$ cat config.mk
export PLATFORM = sky130hd
export DESIGN_NAME = dmem_arbiter
export DESIGN_NICKNAME = d
export VERILOG_FILES = /design/src/rtl/dmem_arbiter.sv
export SDC_FILE = /design/constraint.sdc
export NUM_CORES = 1
export LEC_CHECK = 0
export BUFFER_PORTS_ARGS = -buffer_cell sky130_fd_sc_hd__buf_2
export CORE_ASPECT_RATIO = 0.7
export CORE_MARGIN = 1.5
export CORE_UTILIZATION = 35
export CTS_BUF_LIST = sky130_fd_sc_hd__clkbuf_4 sky130_fd_sc_hd__clkbuf_8 sky130_fd_sc_hd__clkbuf_16
export DETAILED_ROUTE_END_ITERATION = 8
export PLACE_DENSITY = 0.73
export SYNTH_ARGS = -nofsm -noshare
export SYNTH_HDL_FRONTEND = slang
export SYNTH_SLANG_ARGS = --single-unit
$ cat constraint.sdc
create_clock -name clk -period 2.95 [get_ports clk]
set_clock_uncertainty 0.15 [all_clocks]
set_input_delay 0.295 -clock clk [delete_from_list [all_inputs] [get_ports clk]]
set_output_delay 0.295 -clock clk [all_outputs]
set_load 0.02 [all_outputs]
$ cat src/rtl/dmem_arbiter.sv
// dmem_arbiter: shares the single-port 16-bit data RAM between the CPU MEM
// stage and the host/loader port. Issues one access at a time, stretches it
// by WAIT_CYCLES RAM wait states, round-robins on ties and stalls the CPU
// while its access is pending.
module dmem_arbiter #(
  parameter int unsigned WAIT_CYCLES = 0
) (
  input  logic        clk,
  input  logic        rst_n,
  input  logic        cpu_req_i,
  input  logic        cpu_we_i,
  input  logic [15:0] cpu_addr_i,
  input  logic [15:0] cpu_wdata_i,
  output logic [15:0] cpu_rdata_o,
  output logic        cpu_ack_o,
  output logic        cpu_stall_c_o,
  input  logic        host_req_i,
  input  logic        host_we_i,
  input  logic [15:0] host_addr_i,
  input  logic [15:0] host_wdata_i,
  output logic [15:0] host_rdata_o,
  output logic        host_ack_o,
  output logic [15:0] mem_addr_o,
  output logic        mem_we_o,
  output logic [15:0] mem_wdata_o,
  input  logic [15:0] mem_rdata_i,
  output logic        grant_cpu_o
);

  localparam int unsigned AW = 16;
  localparam int unsigned DW = 16;
  localparam int unsigned CW = 3;

  typedef enum logic {
    IDLE = 1'b0,
    BUSY = 1'b1
  } state_e;

  // owner/last encoding: 1 = CPU, 0 = HOST
  state_e          state_q, state_d;
  logic [CW-1:0]   cnt_q, cnt_d;
  logic            owner_q, owner_d;
  logic            last_q, last_d;
  logic [AW-1:0]   addr_q, addr_d;
  logic [DW-1:0]   wdata_q, wdata_d;
  logic            we_q, we_d;
  logic            mem_we_q, mem_we_d;
  logic            grant_cpu_q, grant_cpu_d;
  logic            cpu_ack_q, cpu_ack_d;
  logic            host_ack_q, host_ack_d;
  logic [DW-1:0]   cpu_rdata_q, cpu_rdata_d;
  logic [DW-1:0]   host_rdata_q, host_rdata_d;
  logic            cpu_elig, host_elig, pick_cpu;

  // State and datapath registers; reset abandons any access in flight.
  always_ff @(posedge clk or negedge rst_n) begin
    if (!rst_n) begin
      state_q      <= IDLE;
      cnt_q        <= '0;
      owner_q      <= 1'b0;
      last_q       <= 1'b0;
      addr_q       <= '0;
      wdata_q      <= '0;
      we_q         <= 1'b0;
      mem_we_q     <= 1'b0;
      grant_cpu_q  <= 1'b0;
      cpu_ack_q    <= 1'b0;
      host_ack_q   <= 1'b0;
      cpu_rdata_q  <= '0;
      host_rdata_q <= '0;
    end else begin
      state_q      <= state_d;
      cnt_q        <= cnt_d;
      owner_q      <= owner_d;
      last_q       <= last_d;
      addr_q       <= addr_d;
      wdata_q      <= wdata_d;
      we_q         <= we_d;
      mem_we_q     <= mem_we_d;
      grant_cpu_q  <= grant_cpu_d;
      cpu_ack_q    <= cpu_ack_d;
      host_ack_q   <= host_ack_d;
      cpu_rdata_q  <= cpu_rdata_d;
      host_rdata_q <= host_rdata_d;
    end
  end

  // Arbitration, wait-state countdown and completion.
  always_comb begin
    state_d      = state_q;
    cnt_d        = cnt_q;
    owner_d      = owner_q;
    last_d       = last_q;
    addr_d       = addr_q;
    wdata_d      = wdata_q;
    we_d         = we_q;
    mem_we_d     = 1'b0;
    grant_cpu_d  = grant_cpu_q;
    cpu_ack_d    = 1'b0;
    host_ack_d   = 1'b0;
    cpu_rdata_d  = cpu_rdata_q;
    host_rdata_d = host_rdata_q;

    // A port acked this cycle is masked so its held request is not re-granted.
    cpu_elig  = cpu_req_i & ~cpu_ack_q;
    host_elig = host_req_i & ~host_ack_q;
    pick_cpu  = cpu_elig & (~host_elig | ~last_q);

    case (state_q)
      IDLE: begin
        if (cpu_elig || host_elig) begin
          state_d     = BUSY;
          owner_d     = pick_cpu;
          last_d      = pick_cpu;
          cnt_d       = CW'(WAIT_CYCLES);
          grant_cpu_d = pick_cpu;
          if (pick_cpu) begin
            addr_d   = cpu_addr_i;
            wdata_d  = cpu_wdata_i;
            we_d     = cpu_we_i;
            mem_we_d = cpu_we_i;
          end else begin
            addr_d   = host_addr_i;
            wdata_d  = host_wdata_i;
            we_d     = host_we_i;
            mem_we_d = host_we_i;
          end
        end
      end
      BUSY: begin
        if (cnt_q != '0) begin
          cnt_d = cnt_q - CW'(1);
        end else begin
          if (!we_q) begin
            if (owner_q) cpu_rdata_d  = mem_rdata_i;
            else         host_rdata_d = mem_rdata_i;
          end
          cpu_ack_d   = owner_q;
          host_ack_d  = ~owner_q;
          grant_cpu_d = 1'b0;
          state_d     = IDLE;
        end
      end
      default: state_d = IDLE;
    endcase
  end

  assign mem_addr_o    = addr_q;
  assign mem_wdata_o   = wdata_q;
  assign mem_we_o      = mem_we_q;
  assign grant_cpu_o   = grant_cpu_q;
  assign cpu_ack_o     = cpu_ack_q;
  assign host_ack_o    = host_ack_q;
  assign cpu_rdata_o   = cpu_rdata_q;
  assign host_rdata_o  = host_rdata_q;
  assign cpu_stall_c_o = cpu_req_i & ~cpu_ack_q;

endmodule

==> results.json, run 1 <==
{
  "grt_setup_unrepaired": "false",
  "synth.distinct_cells": 24,
  "multi_input_area_mm2": 0.001162,
  "switching_power_w": 0.002062,
  "place_area_mm2": 0.003994,
  "ys_seq_area_frac": 0.5927,
  "worstMarginPinSlew_ps": 910.3,
  "syn_inst": 290,
  "max_freq_mhz": 451.1,
  "grtUsageTotal": 0.1535,
  "synthTopCellsByCount": "74 x dfrtp_1, 66 x a21oi_1, 39 x nand2_1, 36 x nor2_1, 23 x mux2_2",
  "p_int_w": 0.003240,
  "dp_cells": 552,
  "start_util": 0.3655,
  "drive_above_1_share": 0.4699,
  "finalNonFillerCells": 569,
  "grt_pass1_wl_mm": 11.19,
  "grt_max_degree": 75,
  "reg2reg_to": "cpu_rdata_o[2]",
  "fin_crit_ps": 2217,
  "dr.pass1.iters": 4,
  "pwr-share-clk": 0.235,
  "hpwl_mm": 5.271,
  "synth_seq_cells": 74,
  "seq_area_mm2": 0.001852,
  "ioPinCount": 155,
  "cp-startpoint": "cnt_q[0]",
  "crit_path_end_kind": "flip-flop",
  "antennaDiodeCount": 0,
  "final_antenna_net_count": 0,
  "clock_sinks": 74,
  "fp.dieW_um": 115.9,
  "avgSynthCellArea_um2": 10.77,
  "cts_max_level": 3,
  "power-per-cell-area_mw_per_mm2": 1218,
  "nets": 532,
  "slew_headroom": 0.3931,
  "clockBufferDepth": 2,
  "min_period_over_period": 0.7515,
  "start_kind": "flip-flop",
  "grt-ovfl-total": 0,
  "cts_setup_buffers": 0,
  "total_power_w": 0.005302,
  "num_rows": 28,
  "final_cell_area_mm2": 0.004352,
  "syn-num-nets": 378,
  "antenna_found_initial": 0,
  "cp.arrival_ps": 2270,
  "cts_resized": 0,
  "yosys.cell_count.top_type": "dfrtp_1",
  "peakVddDrop_mv": 0.4228,
  "critPathKind": "reg2reg",
  "cts_buffers": 9,
  "sequentialPowerShare": 0.335,
  "r2r_cells": 5,
  "cap_violations": 0,
  "wl_per_cell_um": 12.88,
  "reg2reg_slack_ps": 730,
  "setup-violations-final": 0,
  "min_path_type": "in2reg",
  "synth-async-reset-ratio": 1.000,
  "io_buffers": 154,
  "drt-vias-per-instance": 4.670,
  "clk_latency_ps": 320,
  "finalMaxSlewViolations": 0,
  "dr.first_iter.drc_count": 110,
  "synth_edf_count": 0,
  "clk_pin_slew_ps": 60,
  "swShare": 0.3890,
  "synthFlopType": "dfrtp_1",
  "yosysWarnings": 0,
  "gp_congestion": 0.7323,
  "synth_top_area_share": 0.5927,
  "finalHoldViolations": 0,
  "drc": 0,
  "status": "finished clean",
  "combPwrFrac": 0.430,
  "routed_wl_mm": 7.326,
  "dieArea_mm2": 0.009511,
  "synth_area_leaders": "dfrtp_1 59%, a21oi_1 11%, mux2_2 8.3%",
  "root_buffer": "clkbuf_16",
  "grt_pass1_vias": 2375,
  "n_fill_cell": 796,
  "cp.required_ps": 3010,
  "synth_area_mm2": 0.003124,
  "cts_tree": "built",
  "area_growth_syn_to_layout_pct": 39.29,
  "coreArea_mm2": 0.008548,
  "synth_largest_area_cell": "dfrtp_1",
  "cellLeakagePower_nw": 2.192,
  "setup.worst_path.end": "cpu_rdata_o[2]",
  "cp_max_fo": 16,
  "die_y_um": 82.05,
  "num_vias": 2657,
  "r2r_start": "cnt_q[0]",
  "fin_tns_setup_ps": 0
}
through the flow:
step,worst slack [ps],util,hold WS (ps)
floorplan,1025,-,-150.6
global placement,786.6,0.4672,334.3
detailed placement,699.0,0.4672,339.4
CTS,703.8,0.5091,35.12
global route,586.7,0.5091,35.00
finish,733.2,0.5091,50.47
area by class of cell:
type,instances,area share
Timing Repair Buffer,160,0.1886
Clock buffer,10,0.05348
Multi-Input combinational cell,194,0.2671
Sequential cell,74,0.4255
Tap cell,120,0.03450
Inverter,5,0.004313
Clock inverter,6,0.02645
power by group through the flow:
stage | logic [W] | clock network [W] | registers [W]
3_3_place_gp | 0.00225 | 0 | 0.00177
5_1_grt | 0.00248 | 0.00132 | 0.00184
2_1_floorplan | 0.000954 | 0 | 0.00236
6_report | 0.00228 | 0.00125 | 0.00178
4_1_cts | 0.00231 | 0.00127 | 0.00178
3_5_place_dp | 0.00231 | 0 | 0.00178
metal layers:
layer,up-vias,track usage,part of all wire
met3,10,0.05756,0.080
met5,-,0,0
met4,0,0.04756,0.015
li1,1285,-,-
met1,1248,0.1878,0.44
met2,114,0.2541,0.47
cells in the final DEF, fill, tap and decap left out, drive strengths merged:
master       synthesis  layout
clkinvlp             0       1
bufinv               0       3
dfrtp               74      74
and2                 1       1
or3                  1       1
inv                  5       5
buf                  8     159
clkbuf               9      10
nand2b               2       2
nand3b               2       2
clkinv               0       2
nor3                 1       1
a21oi               66      66
ha                   2       2
mux2                33      33
o21ai                6       6
nand2               39      39
nand3                3       3
dlygate4sd3          0       1
nor2                36      36
a21o                 1       1
a31oi                1       1
timing repair:
action                     in CTS  in global routing
setup endpoints to repair       0                  0
hold endpoints to repair       18                  0
hold buffers                    1                  0
worst max-delay path, stage by stage (launching register included):
cell      delay [ps]
dfrtp_1          390
inv_1             80
ha_1             200
nand3b_2         140
or3_1            700
mux2_4           430
cell families after synthesis:
| group | synth area share |
|---|---|
| AOI/OAI and AO/OA | 0.1197 |
| and+or+nand+nor | 0.1121 |
| adders and majority gates | 0.008008 |
| buffers and inverters | 0.03644 |
| muxes | 0.1310 |
| DFF | 0.5927 |
state kept, by name, summed over array words and instances, names as in the netlist:
name and flops:
cnt_q 3, cpu_ack_o 1, cpu_rdata_o 16, grant_cpu_o 1, host_ack_o 1, host_rdata_o 16, last_q 1, mem_addr_o 16
mem_wdata_o 16, mem_we_o 1, state_q 1, we_q 1
worst min-delay path by stage:
| stage | to | start | cells after the start |
|---|---|---|---|
| 3_5_place_dp | host_rdata_o[5] | rst_n | 1 |
| 5_1_grt | mem_addr_o[8] | host_addr_i[8] | 3 |
| 2_1_floorplan | cnt_q[0] | rst_n | 0 |
| 6_report | mem_addr_o[8] | host_addr_i[8] | 3 |
| 3_3_place_gp | mem_addr_o[12] | rst_n | 1 |
| 4_1_cts | mem_addr_o[8] | host_addr_i[8] | 3 |
Power figures use the tool's default switching activity.
==> inputs of run 2 (changes only) <==
Settings changed: ABC_AREA set to 1.
Clock period 2.95 ns to 1.9 ns, I/O delays scaled along.
==> results.json, run 2 <==
{
  "synth_edf_count": 0,
  "detailedPlace.worstSlack_ps": 257.0,
  "antennaDiodeCount": 0,
  "num_rows": 31,
  "area_growth_syn_to_layout_pct": 36.81,
  "drt-vias-per-instance": 4.517,
  "crit_path_end_kind": "output pin",
  "switching_power_w": 0.003695,
  "critPathKind": "reg2out",
  "syn_inst": 446,
  "p_int_w": 0.004705,
  "yosys.cell_count.top_type": "nand2_1",
  "grt_setup_unrepaired": "false",
  "cp.arrival_ps": 1470,
  "worstMarginPinSlew_ps": 426.7,
  "num_vias": 3397,
  "fp.dieW_um": 125.8,
  "peakVddDrop_mv": 0.4992,
  "final_antenna_net_count": 0,
  "cts_max_level": 3,
  "cap_violations": 0,
  "avgSynthCellArea_um2": 8.284,
  "hpwl_mm": 6.915,
  "synth_top_area_share": 0.5012,
  "clock_sinks": 74,
  "status": "complete, but fails checks",
  "routed_wl_mm": 9.891,
  "ys_seq_area_frac": 0.5012,
  "start_kind": "flip-flop",
  "antenna_found_initial": 0,
  "cp.required_ps": 1560,
  "fin_tns_setup_ps": 0,
  "clk_pin_slew_ps": 50,
  "die_y_um": 88.96,
  "finalMaxSlewViolations": 0,
  "clockBufferDepth": 2,
  "io_buffers": 154,
  "synth-async-reset-ratio": 1.000,
  "synth_area_mm2": 0.003695,
  "grt_pass1_wl_mm": 15.36,
  "synthTopCellsByCount": "138 x nand2_1, 90 x inv_1, 74 x dfrtp_1, 40 x nand3_1",
  "drive_above_1_share": 0.3548,
  "min_period_over_period": 0.9546,
  "gp_congestion": 0.7663,
  "grt_max_degree": 75,
  "dieArea_mm2": 0.01119,
  "clk_latency_ps": 320,
  "synthFlopType": "dfrtp_1",
  "fin_util": 0.4899,
  "ioPinCount": 155,
  "fin_crit_ps": 1814,
  "coreArea_mm2": 0.01032,
  "cts_buffers": 9,
  "final_cell_mix": "153 x buf_2, 138 x nand2_1, 90 x inv_1",
  "cts_resized": 0,
  "dr.first_iter.drc_count": 152,
  "swShare": 0.4399,
  "violations": "DRC",
  "pwr-share-clk": 0.200,
  "drc": 1,
  "synth_area_leaders": "dfrtp_1 50%, nand2_1 14%, inv_1 9.1%",
  "wl_per_cell_um": 13.15,
  "setup-violations-final": 0,
  "combPwrFrac": 0.466,
  "layout_setup_ws_ps": 86.23,
  "grt-ovfl-total": 0,
  "syn-num-nets": 534,
  "synth.distinct_cells": 21,
  "start_util": 0.3581,
  "grt_pass1_vias": 3236,
  "synth_seq_cells": 74,
  "n_fill_cell": 997,
  "grtUsageTotal": 0.1749,
  "power-per-cell-area_mw_per_mm2": 1662,
  "layout_commonest_cell": "buf_2",
  "cp_max_fo": 12,
  "finalHoldViolations": 0,
  "cts_tree": "built",
  "min_path_type": "in2reg",
  "dr.pass1.iters": 8,
  "sequentialPowerShare": 0.334,
  "slew_headroom": 0.7155,
  "synth_largest_area_cell": "dfrtp_1",
  "yosysWarnings": 0,
  "root_buffer": "clkbuf_16",
  "nets": 704,
  "max_freq_mhz": 551.3,
  "cellLeakagePower_nw": 2.992
}
==> run 2: changes by cell type in the layout (fill, tap and decap cells not counted), moves of 10 or more <==
cell           before  now
nand3_2             0   32
nor2_1             36    2
mux2_4             10    0
nand2_1            39  138
a21oi_1            65    0
mux2_2             23    0
o21ai_1             0   32
dlygate4sd3_1       1   17
nand3_1             3   40
inv_1               5   90
==> run 2: worst max-delay path: stages, from the launching register on <==
cell,delay [ps]
dfrtp_1,490
nor2_8,260
buf_4,220
buf_2,180
==> run 2: final cells by class <==
class / instances / area [um^2] / share of cell area
clock buffer: 12 / 254.0 / 0.05025
clock inverter: 3 / 40.04 / 0.007921
inverter: 93 / 351.6 / 0.06955
multi-input combinational: 259 / 1364 / 0.2698
sequential: 74 / 1852 / 0.3663
tap: 132 / 165.2 / 0.03267
timing repair buffer: 179 / 1028 / 0.2035
==> run 2: final timing paths <==
kind | slack, ps | from | to | cells past startpoint
min in group asynchronous | 240 | rst_n | mem_addr_o[12] | 3
worst min-delay path | 30 | host_wdata_i[0] | mem_wdata_o[0] | 5
worst max-delay path | 90 | cpu_ack_o | cpu_stall_c_o | 3
worst max register to register | 200 | cpu_ack_o | mem_addr_o[5] | 8
max in group asynchronous | 990 | rst_n | cpu_rdata_o[14] | 3
worst min register to register | 330 | mem_wdata_o[14] | mem_wdata_o[14] | 2
==> run 2: power groups by stage <==
stage / clock, W / combinational, W / sequential, W
final: 0.00168 / 0.00392 / 0.00281
after global routing: 0.00180 / 0.00433 / 0.00290
after CTS: 0.00173 / 0.00395 / 0.00280
after detailed placement: 0 / 0.00392 / 0.00280
after global placement: 0 / 0.00383 / 0.00278
after floorplan: 0 / 0.00180 / 0.00365
==> run 2: timing repair <==
action                     in CTS  in global routing
hold buffers                   17                  0
setup endpoints to repair       0                  1
hold endpoints to repair      105                  0
buffers inserted                0                  0
==> run 2: cell families after synthesis <==
family | Yosys count | share of synthesized area
adder cells (fa/ha/maj) | 2 | 0.006772
AO/OA/AOI/OAI | 36 | 0.04876
flip-flops | 74 | 0.5012
buffers and inverters | 114 | 0.1327
XOR/XNOR | 1 | 0.002371
AND/OR/NAND/NOR | 219 | 0.3082
==> run 2: per-stage QoR <==
| stage | std cells | total power (W) | instance area [um^2] | hold WS [ps] |
|---|---|---|---|---|
| after detailed placement | 719 | 0.006722 | 4579 | 93.10 |
| after CTS | 751 | 0.008476 | 5044 | 19.51 |
| final | 752 | 0.008400 | 5055 | 28.02 |
| after global placement | 719 | 0.006607 | 4579 | 87.00 |
| after floorplan | 446 | 0.005448 | 3695 | -255.6 |
| after global routing | 752 | 0.009034 | 5055 | 45.59 |
==> run 2: layer usage <==
layer	part of all wire	GRT usage	up-vias
met5	0	0	-
met4	0.031	0.08568	0
met3	0.063	0.05326	25
met2	0.46	0.2817	111
met1	0.44	0.2189	1572
li1	-	-	1689
